[src/rtl/sci_decode_pkg.sv]
`default_nettype none
// sci_decode_pkg: BCD codes, active-low seven-segment patterns and FSM encodings.
package sci_decode_pkg;

  localparam logic [3:0] BCD_0 = 4'd0;
  localparam logic [3:0] BCD_1 = 4'd1;
  localparam logic [3:0] BCD_2 = 4'd2;
  localparam logic [3:0] BCD_3 = 4'd3;
  localparam logic [3:0] BCD_4 = 4'd4;
  localparam logic [3:0] BCD_5 = 4'd5;
  localparam logic [3:0] BCD_6 = 4'd6;
  localparam logic [3:0] BCD_7 = 4'd7;
  localparam logic [3:0] BCD_8 = 4'd8;
  localparam logic [3:0] BCD_9 = 4'd9;

  // Active-low, bit0 = segment a ... bit6 = segment g
  localparam logic [6:0] SEG_0 = 7'b1000000;
  localparam logic [6:0] SEG_1 = 7'b1111001;
  localparam logic [6:0] SEG_2 = 7'b0100100;
  localparam logic [6:0] SEG_3 = 7'b0110000;
  localparam logic [6:0] SEG_4 = 7'b0011001;
  localparam logic [6:0] SEG_5 = 7'b0010010;
  localparam logic [6:0] SEG_6 = 7'b0000010;
  localparam logic [6:0] SEG_7 = 7'b1111000;
  localparam logic [6:0] SEG_8 = 7'b0000000;
  localparam logic [6:0] SEG_9 = 7'b0010000;
  localparam logic [6:0] SEG_E = 7'b0000110;

  typedef enum logic [1:0] {
    ST_IDLE  = 2'd0,
    ST_MANT  = 2'd1,
    ST_SCALE = 2'd2,
    ST_DONE  = 2'd3
  } state_e;

endpackage
`default_nettype wire

[src/rtl/sci_decode_seg_to_bcd.sv]
`default_nettype none
// sci_decode_seg_to_bcd: inverse of the active-low seven-segment encoder.
// Any pattern other than 0-9 reports valid_o = 0.
module sci_decode_seg_to_bcd
  import sci_decode_pkg::*;
(
  input  logic [6:0] seg_i,
  output logic [3:0] bcd_o,
  output logic       valid_o
);

  always_comb begin
    bcd_o   = BCD_0;
    valid_o = 1'b1;
    case (seg_i)
      SEG_0:   bcd_o = BCD_0;
      SEG_1:   bcd_o = BCD_1;
      SEG_2:   bcd_o = BCD_2;
      SEG_3:   bcd_o = BCD_3;
      SEG_4:   bcd_o = BCD_4;
      SEG_5:   bcd_o = BCD_5;
      SEG_6:   bcd_o = BCD_6;
      SEG_7:   bcd_o = BCD_7;
      SEG_8:   bcd_o = BCD_8;
      SEG_9:   bcd_o = BCD_9;
      default: valid_o = 1'b0;
    endcase
  end

endmodule
`default_nettype wire

[src/rtl/sci_decode.sv]
`default_nettype none
// sci_decode: XXEY display digits -> binary XX * 10^Y via an iterative x10 datapath.
// Option SCI_DECODE_SEG_IN_EN: seven-segment inputs (plus seg_e) replace the BCD digits.
module sci_decode
  import sci_decode_pkg::*;
#(
  parameter int OUT_W = 37
) (
  input  logic             clk,
  input  logic             rst,
  input  logic             in_valid,
  output logic             in_ready,
`ifdef SCI_DECODE_SEG_IN_EN
  input  logic [6:0]       seg_hi,
  input  logic [6:0]       seg_lo,
  input  logic [6:0]       seg_exp,
  input  logic [6:0]       seg_e,
`else
  input  logic [3:0]       dig_hi,
  input  logic [3:0]       dig_lo,
  input  logic [3:0]       dig_exp,
`endif
  output logic             out_valid,
  input  logic             out_ready,
  output logic [OUT_W-1:0] value,
  output logic             err
);

  localparam int ACC_W = OUT_W + 4;

  state_e             state_q, state_d;
  logic [3:0]         hi_q, lo_q, exp_q, cnt_q;
  logic               bad_q, ovf_q, err_q;
  logic [ACC_W-1:0]   acc_q;
  logic [OUT_W-1:0]   value_q;

  logic [3:0]         w_hi, w_lo, w_exp;
  logic               w_bad, w_ovf;
  logic [ACC_W-1:0]   w_mant, w_step;

`ifdef SCI_DECODE_SEG_IN_EN
  logic w_v_hi, w_v_lo, w_v_exp;

  sci_decode_seg_to_bcd u_seg_hi  (.seg_i(seg_hi),  .bcd_o(w_hi),  .valid_o(w_v_hi));
  sci_decode_seg_to_bcd u_seg_lo  (.seg_i(seg_lo),  .bcd_o(w_lo),  .valid_o(w_v_lo));
  sci_decode_seg_to_bcd u_seg_exp (.seg_i(seg_exp), .bcd_o(w_exp), .valid_o(w_v_exp));

  assign w_bad = !w_v_hi || !w_v_lo || !w_v_exp || (seg_e != SEG_E);
`else
  assign w_hi  = dig_hi;
  assign w_lo  = dig_lo;
  assign w_exp = dig_exp;
  assign w_bad = (dig_hi > BCD_9) || (dig_lo > BCD_9) || (dig_exp > BCD_9);
`endif

  // x10 as shift-and-add; any bit at or above OUT_W marks sticky overflow
  assign w_mant = (ACC_W'(hi_q) << 3) + (ACC_W'(hi_q) << 1) + ACC_W'(lo_q);
  assign w_step = (acc_q << 3) + (acc_q << 1);
  assign w_ovf  = ovf_q || (|w_step[ACC_W-1:OUT_W]);

  always_ff @(posedge clk or negedge rst) begin
    if (!rst) state_q <= ST_IDLE;
    else      state_q <= state_d;
  end

  always_comb begin
    state_d = state_q;
    case (state_q)
      ST_IDLE:  if (in_valid) state_d = ST_MANT;
      ST_MANT:  state_d = (bad_q || exp_q == BCD_0) ? ST_DONE : ST_SCALE;
      ST_SCALE: if (cnt_q == 4'd1) state_d = ST_DONE;
      ST_DONE:  if (out_ready) state_d = ST_IDLE;
      default:  state_d = ST_IDLE;
    endcase
  end

  always_comb begin
    in_ready  = (state_q == ST_IDLE);
    out_valid = (state_q == ST_DONE);
  end

  always_ff @(posedge clk or negedge rst) begin
    if (!rst) begin
      hi_q    <= BCD_0;
      lo_q    <= BCD_0;
      exp_q   <= BCD_0;
      bad_q   <= 1'b0;
      acc_q   <= '0;
      cnt_q   <= 4'd0;
      ovf_q   <= 1'b0;
      value_q <= '0;
      err_q   <= 1'b0;
    end else begin
      case (state_q)
        ST_IDLE: if (in_valid) begin
          hi_q  <= w_hi;
          lo_q  <= w_lo;
          exp_q <= w_exp;
          bad_q <= w_bad;
        end
        ST_MANT: begin
          acc_q <= w_mant;
          cnt_q <= exp_q;
          ovf_q <= 1'b0;
          if (bad_q) begin
            value_q <= '0;
            err_q   <= 1'b1;
          end else if (exp_q == BCD_0) begin
            value_q <= w_mant[OUT_W-1:0];
            err_q   <= 1'b0;
          end
        end
        ST_SCALE: begin
          acc_q <= w_step;
          cnt_q <= cnt_q - 4'd1;
          ovf_q <= w_ovf;
          if (cnt_q == 4'd1) begin
            value_q <= w_ovf ? '1 : w_step[OUT_W-1:0];
            err_q   <= w_ovf;
          end
        end
        default: ;
      endcase
    end
  end

  assign value = value_q;
  assign err   = err_q;

endmodule
`default_nettype wire
[config.mk]
export PLATFORM = sky130hd
export DESIGN_NAME = sci_decode
export DESIGN_NICKNAME = d
export VERILOG_FILES = /design/src/rtl/sci_decode_pkg.sv /design/src/rtl/sci_decode_seg_to_bcd.sv /design/src/rtl/sci_decode.sv
export SDC_FILE = /design/constraint.sdc
export NUM_CORES = 1
export LEC_CHECK = 0
export CORE_UTILIZATION = 65
export CTS_BUF_LIST = sky130_fd_sc_hd__clkbuf_2 sky130_fd_sc_hd__clkbuf_4 sky130_fd_sc_hd__clkbuf_8
export DETAILED_ROUTE_END_ITERATION = 10
export GPL_TIMING_DRIVEN = 0
export HOLD_SLACK_MARGIN = 0.02
export PLACE_DENSITY = 0.95
export RECOVER_POWER = 50
export REMOVE_ABC_BUFFERS = 1
export SLEW_MARGIN = 20
export SYNTH_ARGS = -nofsm -noshare
export SYNTH_HDL_FRONTEND = slang
export SYNTH_HIERARCHICAL = 1
export SYNTH_SLANG_ARGS = --single-unit
[constraint.sdc]
create_clock -name clk -period 7.5 [get_ports clk]
set_clock_uncertainty 0.05 [all_clocks]
set_input_delay 1.5 -clock clk [delete_from_list [all_inputs] [get_ports clk]]
set_output_delay 1.5 -clock clk [all_outputs]
set_load 0.02 [all_outputs]
* Yosys cells after proc, flatten, opt, wreduce, memory -nomap -nowiden *
Index checks and enable logic that the tools add are counted.

word-level totals
  bits of input ports = 16
  bits in registers = 98
  output and inout bits = 40
  word-level logic and storage cells = 53

cells by class
  mux-type cells = 17
  reductions and logical operators = 11
  $add $sub $neg = 4
  order comparisons = 3
  equal/unequal tests = 8

operators by type and width
  operator                                              number
  two-way mux 37 bit                                    4
  one-hot mux 40 bit (2 select lines)                   1
  one-hot mux 37 bit (2 select lines)                   1
  adder 41 bit                                          1
  greater-than comparator 4 bit, second input constant  3
  adder 8 x 4 -> 9 bit                                  1
  adder 7 x 5 -> 8 bit                                  1
  one-hot mux 2 bit (4 select lines)                    1
  one-hot mux 4 bit (2 select lines)                    1
  two-way mux 2 bit                                     3
  AND reduction 3 bit                                   2
  equality test 2 bit, second input constant            2
  equality test 4 x 1 -> 1 bit, second input constant   1
  logical NOT 4 bit                                     1
  logical OR 1 bit                                      4
  two-way mux 1 bit                                     4
  != test 2 bit, second input constant                  2
  one-hot mux 1 bit (2 select lines)                    2
  OR reduction 4 bit                                    1
  subtractor 4 x 1 -> 4 bit, second input constant      1
  != test 3 bit, second input constant                  1
  equality test 2 x 1 -> 1 bit, second input constant   1
  logical NOT 2 bit                                     1
  != test 2 x 1 -> 1 bit, second input constant         1
  other kinds (2)                                       2

* Depth between registers and ports, before layout *
Gate-level depths: netlist of the first run.

  depth in word-level cells = 6
  depth in mapped cells = 13
  mapped depth without buffers = 12

* Worst setup path after synthesis of the first run *
No wires, ideal clock.

  path kind = flip-flop to flip-flop
  start = register acc_q[0]
  end = register value_q[19] (netlist: value[19])
  cell stages (with the launch flop) = 14
  clock period less this slack = 2944 ps
  required time = 7304 ps
  setup slack = 4556 ps
  setup time = 146 ps
  buffers on the path = 2
  arrival = 2747 ps
  cells stage by stage = dfrtp_1 > ha_1 > fa_1 > a21oi_1 > o22ai_1 > o31ai_1 > o211ai_2 > a31oi_2 > o41ai_2 > xnor2_1 > and4_4 > buf_6 > buf_6 > a31oi_2

between the ends
  word-level cells in the longest chain between the ends = 6

RTL lines
  item                                     line               source
  from (decl)                              sci_decode.sv:34   logic [ACC_W-1:0] acc_q;
  from (signal assigned)                   sci_decode.sv:102  acc_q <= w_mant;
  from (signal assigned)                   sci_decode.sv:114  acc_q <= w_step;
  adder 41 bit (*)                         sci_decode.sv:58   assign w_step = (acc_q << 3) + (acc_q << 1);
  OR reduction 4 bit                       sci_decode.sv:59   assign w_ovf = ovf_q || (|w_step[ACC_W-1:OUT_W]);
  logical OR 1 bit                         sci_decode.sv:59
  two-way mux 37 bit (*)                   sci_decode.sv:118  value_q <= w_ovf ? '1 : w_step[OUT_W-1:0];
  two-way mux 37 bit (*)                   sci_decode.sv:117  if (cnt_q == 4'd1) begin
  one-hot mux 37 bit (2 select lines) (*)  sci_decode.sv:94   case (state_q)
  to (signal assigned)                     sci_decode.sv:109  value_q <= w_mant[OUT_W-1:0];
  to (signal assigned)                     sci_decode.sv:118
  to (decl)                                sci_decode.sv:35   logic [OUT_W-1:0] value_q;

Mark *: on every way between the ends. The rest lies on a longest branch, timed or not. The select of a mux whose other input is x is not followed.
A chain may end at the register's enable or synchronous reset.

* Worst setup path after layout of the first run *
  start = register acc_q[0]
  end = register err_q (netlist: err)

between the ends
  word-level cells in the longest chain between the ends = 5

RTL lines
  item                                line               source
  adder 41 bit                        sci_decode.sv:58
  OR reduction 4 bit                  sci_decode.sv:59
  logical OR 1 bit                    sci_decode.sv:59
  two-way mux 1 bit                   sci_decode.sv:117
  one-hot mux 1 bit (2 select lines)  sci_decode.sv:94
  to (signal assigned)                sci_decode.sv:119  err_q <= w_ovf;
  to (decl)                           sci_decode.sv:33   logic bad_q, ovf_q, err_q;

Every way passes these cells. The select of a mux whose other input is x is not followed.

==> impl_metrics.env, run 1 <==
export IMPL_grt_antenna_before_repair=0
export IMPL_num_vias=5563
export IMPL_grt_first_pass_wirelength_mm=26.5
export IMPL_syn_area_per_cell_sq_um=9.10
export IMPL_share_of_synthesized_area_occupied_by_flip_flops_and_latches=0.382
export IMPL_cts_root_buf="sky130_fd_sc_hd__clkbuf_8"
export IMPL_hold_path_cell_count=1
export IMPL_hold_slack_ns=0.498
export IMPL_slew_limit_headroom=-0.314
export IMPL_pre_antenna_drt_iters=7
export IMPL_placement_setup_worst_slack_ns=3.72
export IMPL_timing_critical_path_to_type="flop"
export IMPL_async_sr_flop_fraction=1.00
export IMPL_synth_top_cell_area_share=0.382
export IMPL_totalPowerFinal_mw=3.16
export IMPL_vdd_ir_drop_max_mv=0.557
export IMPL_detailed_place_area_sq_mm=0.00707
export IMPL_pwr_density_cell_mw_per_mm2=434
export IMPL_rsz0062_at_grt="false"
export IMPL_synth_area_leader="sky130_fd_sc_hd__dfrtp_1"
export IMPL_synthMostInstantiatedCell="sky130_fd_sc_hd__dfrtp_1"
export IMPL_post_cts_resized=0
export IMPL_drt_first_iter_violations=289
export IMPL_globalplace_congestion=0.890
export IMPL_post_route_util=0.772
export IMPL_post_cts_setup_buffers=0
export IMPL_fp_coreArea_sq_mm=0.00942
export IMPL_chipHeight_um=101
export IMPL_final_min_period_over_clock_period=0.519
export IMPL_setup_violating_endpoint_count_in_the_final_report=0
export IMPL_fin_area_sq_mm=0.00727
export IMPL_timing_max_transition_violations_final=36
export IMPL_crit_path_max_fanout=39
export IMPL_report_final_hold_viol_count=0
export IMPL_synth_cell_area_sq_mm=0.00641
export IMPL_net_switching_power_mw=1.49
export IMPL_netlist_top_cells_count="sky130_fd_sc_hd__dfrtp_1, sky130_fd_sc_hd__o21ai_0, sky130_fd_sc_hd__inv_1, sky130_fd_sc_hd__nand2_1, sky130_fd_sc_hd__ha_1"
export IMPL_hold_buffers=0
export IMPL_grt_overall_usage=0.327
export IMPL_first_global_vias=5542
export IMPL_row_count=35
export IMPL_max_cap_violations=1
export IMPL_ys_seq_elements=98
export IMPL_clock_tree_htree_level_count=3
export IMPL_placed_wire_length_estimate_mm=11.3
export IMPL_critPathTopFamily="compound AO/OA/AOI/OAI gates"
export IMPL_failed_checks="max-capacitance violations, max-slew violations"
export IMPL_grt_overflow_total=0
export IMPL_worstMarginPinSlew_ns=1.97
export IMPL_numCtsBuffers=9
export IMPL_rr_worst_depth=11
export IMPL_critical_path_source_type="flop"
export IMPL_layout_area_overhead_vs_synth_pct=13.3
export IMPL_cellLeakagePower_nw=3.05
export IMPL_n_antenna_cell=0
export IMPL_syn_inst=705
export IMPL_critical_path_cell_count=11
export IMPL_worst_ep_required_time_ns=7.65
export IMPL_totalWireLength_mm=15.7
export IMPL_final_instance_count_excl_fill=868
export IMPL_insertion_delay_ns=0.38
export IMPL_drive_above_1_share=0.0798
export IMPL_finalWorstSetupSlack_ns=3.60
export IMPL_io_buffers=55
export IMPL_largest_net_degree_at_the_start_of_global_routing=64
export IMPL_place_inst=852
export IMPL_yosys_top_cells_area="sky130_fd_sc_hd__dfrtp_1, sky130_fd_sc_hd__ha_1, sky130_fd_sc_hd__o21ai_0"
export IMPL_number_of_warnings_reported_in_the_yosys_synthesis_log=6
export IMPL_synth_main_ff_cell="sky130_fd_sc_hd__dfrtp_1"
export IMPL_route_detailed_drc=0
export IMPL_critical_path_arrival_ns=4.04
export IMPL_sequence_of_cells_on_the_critical_path="ha_1 -> fa_1 -> a21oi_1 -> o22ai_1 -> o31ai_1 -> o211ai_2 -> a31oi_2 -> o41ai_2 -> xnor2_1 -> and4_4 -> a31oi_1"
export IMPL_cts_root_to_sink_buffers=2
export IMPL_die_area_sq_mm=0.0103
export IMPL_run_status="finished, violations left"
export IMPL_cpMaxStageDelayCell="sky130_fd_sc_hd__and4_4"
export IMPL_crit_type="reg2reg"
export IMPL_synth_edff_count=0
export IMPL_swShare=0.471
export IMPL_netlist_cell_type_count=59
export IMPL_drt_vias_per_instance=6.41
export IMPL_clock_fmax_ghz=0.257
export IMPL_final_period_minus_worst_setup_slack_ns=3.90
export IMPL_num_nets_final=803
export IMPL_cp_buffers_inverters=0
export IMPL_cp_slowest_stage_delay_ns=0.63
export IMPL_die_w_um=101
export IMPL_antenna_left=0
export IMPL_tritoncts_clock_tree="done"
export IMPL_setup_total_negative_slack_ns=0
export IMPL_top_level_ports=56
export IMPL_p_int_mw=1.67
export IMPL_share_seq_of_total_power=0.281
export IMPL_initial_utilization=0.681
export IMPL_combPwrFrac=0.607
export IMPL_cts_clk_slew_worst_paths_ns=0.12
export IMPL_clock_sink_count=98
export IMPL_holdCritPathClass="reg2reg"
export IMPL_clock_power_share=0.112
export IMPL_avgRoutedWirePerCell_um=18.0
==> layout by cell type (no fill, tap or decap), types with 4 or more instances in the layout <==
master                             n
sky130_fd_sc_hd__o21bai_1          5
sky130_fd_sc_hd__nor2b_1           4
sky130_fd_sc_hd__nand2_1          52
sky130_fd_sc_hd__nor2_1           31
sky130_fd_sc_hd__a31oi_2          11
sky130_fd_sc_hd__inv_1            58
sky130_fd_sc_hd__xnor2_1          23
sky130_fd_sc_hd__mux2_2           12
sky130_fd_sc_hd__nand2b_1          4
sky130_fd_sc_hd__xor2_1           16
sky130_fd_sc_hd__nand4_1           8
sky130_fd_sc_hd__a221oi_1          4
sky130_fd_sc_hd__o21a_1            4
sky130_fd_sc_hd__o211ai_1         10
sky130_fd_sc_hd__a31oi_1          29
sky130_fd_sc_hd__clkbuf_8          9
sky130_fd_sc_hd__and3_1            4
sky130_fd_sc_hd__dfrtp_1          98
sky130_fd_sc_hd__ha_1             49
sky130_fd_sc_hd__a21o_1           13
sky130_fd_sc_hd__clkdlybuf4s50_1  53
sky130_fd_sc_hd__and2_1            5
sky130_fd_sc_hd__o22ai_1          36
sky130_fd_sc_hd__o21ai_0          76
sky130_fd_sc_hd__a21oi_1          46
sky130_fd_sc_hd__nand3_1          13
==> logic make-up after synthesis <==
kind of cell | share of synthesized area
xor gates and xnor gates | 0.0533
and+or+nand+nor | 0.102
muxes | 0.0258
adders and majority gates | 0.107
AOI/OAI and AO/OA | 0.268
buffers and inverters | 0.0615
DFF | 0.382
==> worst reg2reg max path, stage by stage, from the launching register on <==
cell and delay, ns:
sky130_fd_sc_hd__dfrtp_1 0.44, sky130_fd_sc_hd__ha_1 0.25, sky130_fd_sc_hd__fa_1 0.43, sky130_fd_sc_hd__a21oi_1 0.23, sky130_fd_sc_hd__o22ai_1 0.15, sky130_fd_sc_hd__o31ai_1 0.51, sky130_fd_sc_hd__o211ai_2 0.18, sky130_fd_sc_hd__a31oi_2 0.31
sky130_fd_sc_hd__o41ai_2 0.11, sky130_fd_sc_hd__xnor2_1 0.24, sky130_fd_sc_hd__and4_4 0.63, sky130_fd_sc_hd__a31oi_1 0.21
==> registers in the layout (all words and copies together) (netlist names) <==
| signal | cells |
|---|---|
| hi_q | 4 |
| state_q | 2 |
| err | 1 |
| exp_q | 4 |
| value | 37 |
| cnt_q | 4 |
| ovf_q | 1 |
| acc_q | 40 |
| lo_q | 4 |
| bad_q | 1 |
==> final cells by class <==
type,instances,area [sq um]
fill,611,2150
inverter,58,218
timing repair buffer,59,647
clock buffer,9,124
multi-input combinational,508,3580
tap,129,161
clock inverter,7,83.8
sequential,98,2450
==> power by group through the flow <==
| stage | clock [mW] | combinational, mW | sequential, mW |
|---|---|---|---|
| 5_1_grt | 0.375 | 2.11 | 0.907 |
| 6_report | 0.354 | 1.92 | 0.886 |
| 2_1_floorplan | 0 | 1.16 | 0.969 |
| 4_1_cts | 0.359 | 1.90 | 0.883 |
| 3_5_place_dp | 0 | 1.89 | 0.891 |
| 3_3_place_gp | 0 | 1.72 | 0.881 |
==> per-layer routing <==
| metal | global-route usage | up-vias | part of all wire |
|---|---|---|---|
| li1 | - | 2622 | - |
| met1 | 0.422 | 2697 | 0.43 |
| met2 | 0.561 | 208 | 0.49 |
| met3 | 0.0462 | 36 | 0.051 |
| met4 | 0.123 | 0 | 0.022 |
| met5 | 0 | - | 0 |
==> final timing paths <==
path | startpoint | end | slack (ns)
worst max-delay path | acc_q[0]$_DFFE_PN0P_ | err$_DFFE_PN0P_ | 3.60
worst min-delay path | lo_q[1]$_DFFE_PN0P_ | lo_q[1]$_DFFE_PN0P_ | 0.50
worst max register to register | acc_q[0]$_DFFE_PN0P_ | err$_DFFE_PN0P_ | 3.60
worst min register to register | lo_q[1]$_DFFE_PN0P_ | lo_q[1]$_DFFE_PN0P_ | 0.50
max in group asynchronous | rst | acc_q[30]$_DFFE_PN0P_ | 4.66
min in group asynchronous | rst | value[18]$_DFFE_PN0P_ | 1.61
Power figures use the tool's default switching activity.
==> run 2, diff against run 1 <==
--- a/config.mk
+++ b/config.mk
@@ -5,12 +5,12 @@
 export SDC_FILE = /design/constraint.sdc
 export NUM_CORES = 1
 export LEC_CHECK = 0
-export CORE_UTILIZATION = 65
+export CORE_UTILIZATION = 60
 export CTS_BUF_LIST = sky130_fd_sc_hd__clkbuf_2 sky130_fd_sc_hd__clkbuf_4 sky130_fd_sc_hd__clkbuf_8
 export DETAILED_ROUTE_END_ITERATION = 10
 export GPL_TIMING_DRIVEN = 0
 export HOLD_SLACK_MARGIN = 0.02
-export PLACE_DENSITY = 0.95
+export PLACE_DENSITY = 0.91
 export RECOVER_POWER = 50
 export REMOVE_ABC_BUFFERS = 1
 export SLEW_MARGIN = 20
==> constraint.sdc (replaced) <==
create_clock -name clk -period 3.75 [get_ports clk]
set_clock_uncertainty 0.05 [all_clocks]
set_input_delay 0.75 -clock clk [delete_from_list [all_inputs] [get_ports clk]]
set_output_delay 0.75 -clock clk [all_outputs]
set_load 0.02 [all_outputs]
==> run 2 against run 1 <==
Against the previous run: fmax up 9.5%; sequential power up 99%; die area up 8.2%; non-clock buffer count up 2; power up 98%; the run still ends with max-capacitance violations, max-slew violations left; sequential share of layout area down 0.29 points; count of clock-buffer cells in the layout unchanged; worst setup slack worse by 3.4 ns; routed wire length down 0.66%; first-iteration DRC count up 27%; largest cell class unchanged; combinational power up 96%; highest routed layer unchanged.
==> impl_metrics.env, run 2 (synthesis gave the netlist of run 1 again) <==
export IMPL_run_status="finished, violations left"
export IMPL_failed_checks="max-capacitance violations, max-slew violations"
export IMPL_r2r_end="err$_DFFE_PN0P_"
export IMPL_layout_common_cells="sky130_fd_sc_hd__dfrtp_1, sky130_fd_sc_hd__o21ai_0, sky130_fd_sc_hd__inv_1"
export IMPL_drt_vias_per_instance=6.31
export IMPL_first_global_vias=5532
export IMPL_p_int_mw=3.35
export IMPL_placed_wire_length_estimate_mm=10.9
export IMPL_clock_tree_htree_level_count=3
export IMPL_worstMarginPinSlew_ns=1.92
export IMPL_num_nets_final=807
export IMPL_number_of_flip_flops_under_the_largest_register_name=40
export IMPL_crit_path_max_fanout=9
export IMPL_die_area_sq_mm=0.0111
export IMPL_insertion_delay_ns=0.40
export IMPL_timing_max_transition_violations_final=34
export IMPL_report_final_hold_viol_count=0
export IMPL_hold_slack_ns=0.484
export IMPL_timing_critical_path_to_type="flop"
export IMPL_grt_overall_usage=0.286
export IMPL_tritoncts_clock_tree="done"
export IMPL_drive_above_1_share=0.0861
export IMPL_die_w_um=105
export IMPL_max_cap_violations=1
export IMPL_crit_type="reg2reg"
export IMPL_net_switching_power_mw=2.90
export IMPL_layout_area_overhead_vs_synth_pct=14.3
export IMPL_final_period_minus_worst_setup_slack_ns=3.56
export IMPL_grt_antenna_before_repair=0
export IMPL_chipHeight_um=105
export IMPL_largest_net_degree_at_the_start_of_global_routing=66
export IMPL_totalWireLength_mm=15.6
export IMPL_initial_utilization=0.621
export IMPL_min_from="value[0]$_DFFE_PN0P_"
export IMPL_row_count=37
export IMPL_route_detailed_drc=0
export IMPL_setup_total_negative_slack_ns=0
export IMPL_setup_violating_endpoint_count_in_the_final_report=0
export IMPL_finalWorstSetupSlack_ns=0.193
export IMPL_num_vias=5548
export IMPL_fin_area_sq_mm=0.00733
export IMPL_placement_setup_worst_slack_ns=0.117
export IMPL_slew_limit_headroom=-0.277
export IMPL_grt_first_pass_wirelength_mm=25.7
export IMPL_n_antenna_cell=0
export IMPL_cts_root_to_sink_buffers=2
export IMPL_pwr_density_cell_mw_per_mm2=854
export IMPL_clock_sink_count=98
export IMPL_fp_coreArea_sq_mm=0.0103
export IMPL_final_min_period_over_clock_period=0.948
export IMPL_detailed_place_area_sq_mm=0.00708
export IMPL_totalPowerFinal_mw=6.26
export IMPL_cellLeakagePower_nw=3.07
export IMPL_critical_path_arrival_ns=3.76
export IMPL_critical_path_reg2reg_startpoint="acc_q[0]$_DFFE_PN0P_"
export IMPL_cts_clk_slew_worst_paths_ns=0.10
export IMPL_rsz0062_at_grt="false"
export IMPL_pre_antenna_drt_iters=5
export IMPL_worst_ep_required_time_ns=3.95
export IMPL_hold_buffers=0
export IMPL_destination_of_the_worst_hold_path="value[0]$_DFFE_PN0P_"
export IMPL_timing_reg2reg_setup_slack_ns=0.19
export IMPL_avgRoutedWirePerCell_um=17.7
export IMPL_grt_overflow_total=0
export IMPL_clock_fmax_ghz=0.281
export IMPL_globalplace_congestion=0.906
export IMPL_swShare=0.464
export IMPL_cts_root_buf="sky130_fd_sc_hd__clkbuf_8"
export IMPL_share_seq_of_total_power=0.282
export IMPL_top_level_ports=56
export IMPL_hold_path_cell_count=2
export IMPL_holdCritPathClass="reg2reg"
export IMPL_antenna_left=0
export IMPL_drt_first_iter_violations=367
export IMPL_vdd_ir_drop_max_mv=0.648
export IMPL_numCtsBuffers=9
export IMPL_combPwrFrac=0.600
export IMPL_io_buffers=55
export IMPL_final_common_cell="sky130_fd_sc_hd__dfrtp_1"
export IMPL_critical_path_source_type="flop"
export IMPL_max_flop_register="acc_q"
export IMPL_rr_worst_depth=12
export IMPL_clock_power_share=0.118
## run 2: cell count changes in the layout (fill, tap and decap cells not counted), moves of 2 or more
cell | before | now
sky130_fd_sc_hd__and4_4 | 1 | 3
sky130_fd_sc_hd__clkinv_8 | 3 | 0
sky130_fd_sc_hd__clkinv_4 | 2 | 0
sky130_fd_sc_hd__clkinvlp_4 | 0 | 2
## run 2: worst max path at each step
stage | endpoint | from
floorplan | value[0]$_DFFE_PN0P_ | state_q[0]$_DFFE_PN0P_
global placement | value[0]$_DFFE_PN0P_ | state_q[0]$_DFFE_PN0P_
detailed placement | value[24]$_DFFE_PN0P_ | acc_q[0]$_DFFE_PN0P_
CTS | value[24]$_DFFE_PN0P_ | acc_q[0]$_DFFE_PN0P_
global route | ovf_q$_DFFE_PN0P_ | acc_q[0]$_DFFE_PN0P_
finish | err$_DFFE_PN0P_ | acc_q[0]$_DFFE_PN0P_
## run 2: power by group through the flow
stage	clock, mW	combinational (mW)	sequential, mW
after CTS	0.738	3.81	1.76
after global placement	0	3.32	1.75
after floorplan	0	2.32	1.94
after global routing	0.774	4.15	1.81
final	0.736	3.76	1.76
after detailed placement	0	3.79	1.78
## run 2: metrics by stage
step	util	std cells
after floorplan	-	664
after global placement	0.674	855
after global routing	0.710	879
after detailed placement	0.686	859
final	0.710	879
after CTS	0.706	875
## run 2: per-layer routing
layer  vias up  share of wire  global-route usage  wire length, um
met5         -              0                   0                0
met4         0          0.024               0.113              374
met3        37          0.055              0.0414              849
met2       194           0.50               0.490             7810
met1      2678           0.42               0.366             6520
li1       2639              -                   -                -
## run 2: final cells by class
cell class	count	area [sq um]
inverter	58	218
timing repair buffer	61	671
clock buffer	9	124
sequential	98	2450
multi-input combinational	510	3610
tap	136	170
fill	761	2990
clock inverter	7	82.6
## run 2: what timing repair did
item                                    in CTS  in global routing
setup buffers                                0                  2
gates resized for setup                      0                  3
endpoints found under the setup margin       0                 39
## run 2: worst max-delay path: stages (launching register included)
cell and delay (ns):
sky130_fd_sc_hd__dfrtp_1 0.44, sky130_fd_sc_hd__ha_1 0.24, sky130_fd_sc_hd__fa_1 0.43, sky130_fd_sc_hd__a21oi_1 0.21, sky130_fd_sc_hd__o22ai_1 0.15, sky130_fd_sc_hd__o31ai_1 0.46, sky130_fd_sc_hd__o211ai_2 0.17, sky130_fd_sc_hd__a31oi_2 0.29
sky130_fd_sc_hd__o41ai_2 0.13, sky130_fd_sc_hd__xnor2_2 0.30, sky130_fd_sc_hd__and4_4 0.33, sky130_fd_sc_hd__buf_12 0.15, sky130_fd_sc_hd__a31oi_1 0.08
==> run 3, diff against run 2 <==
--- a/config.mk
+++ b/config.mk
@@ -5,6 +5,7 @@
 export SDC_FILE = /design/constraint.sdc
 export NUM_CORES = 1
 export LEC_CHECK = 0
+export ABC_CLOCK_PERIOD_IN_PS = 3750
 export CORE_UTILIZATION = 60
 export CTS_BUF_LIST = sky130_fd_sc_hd__clkbuf_2 sky130_fd_sc_hd__clkbuf_4 sky130_fd_sc_hd__clkbuf_8
 export DETAILED_ROUTE_END_ITERATION = 10
==> results of run 3 <==
Same layout as run 2: the final DEF is identical, and so are final timing and power.
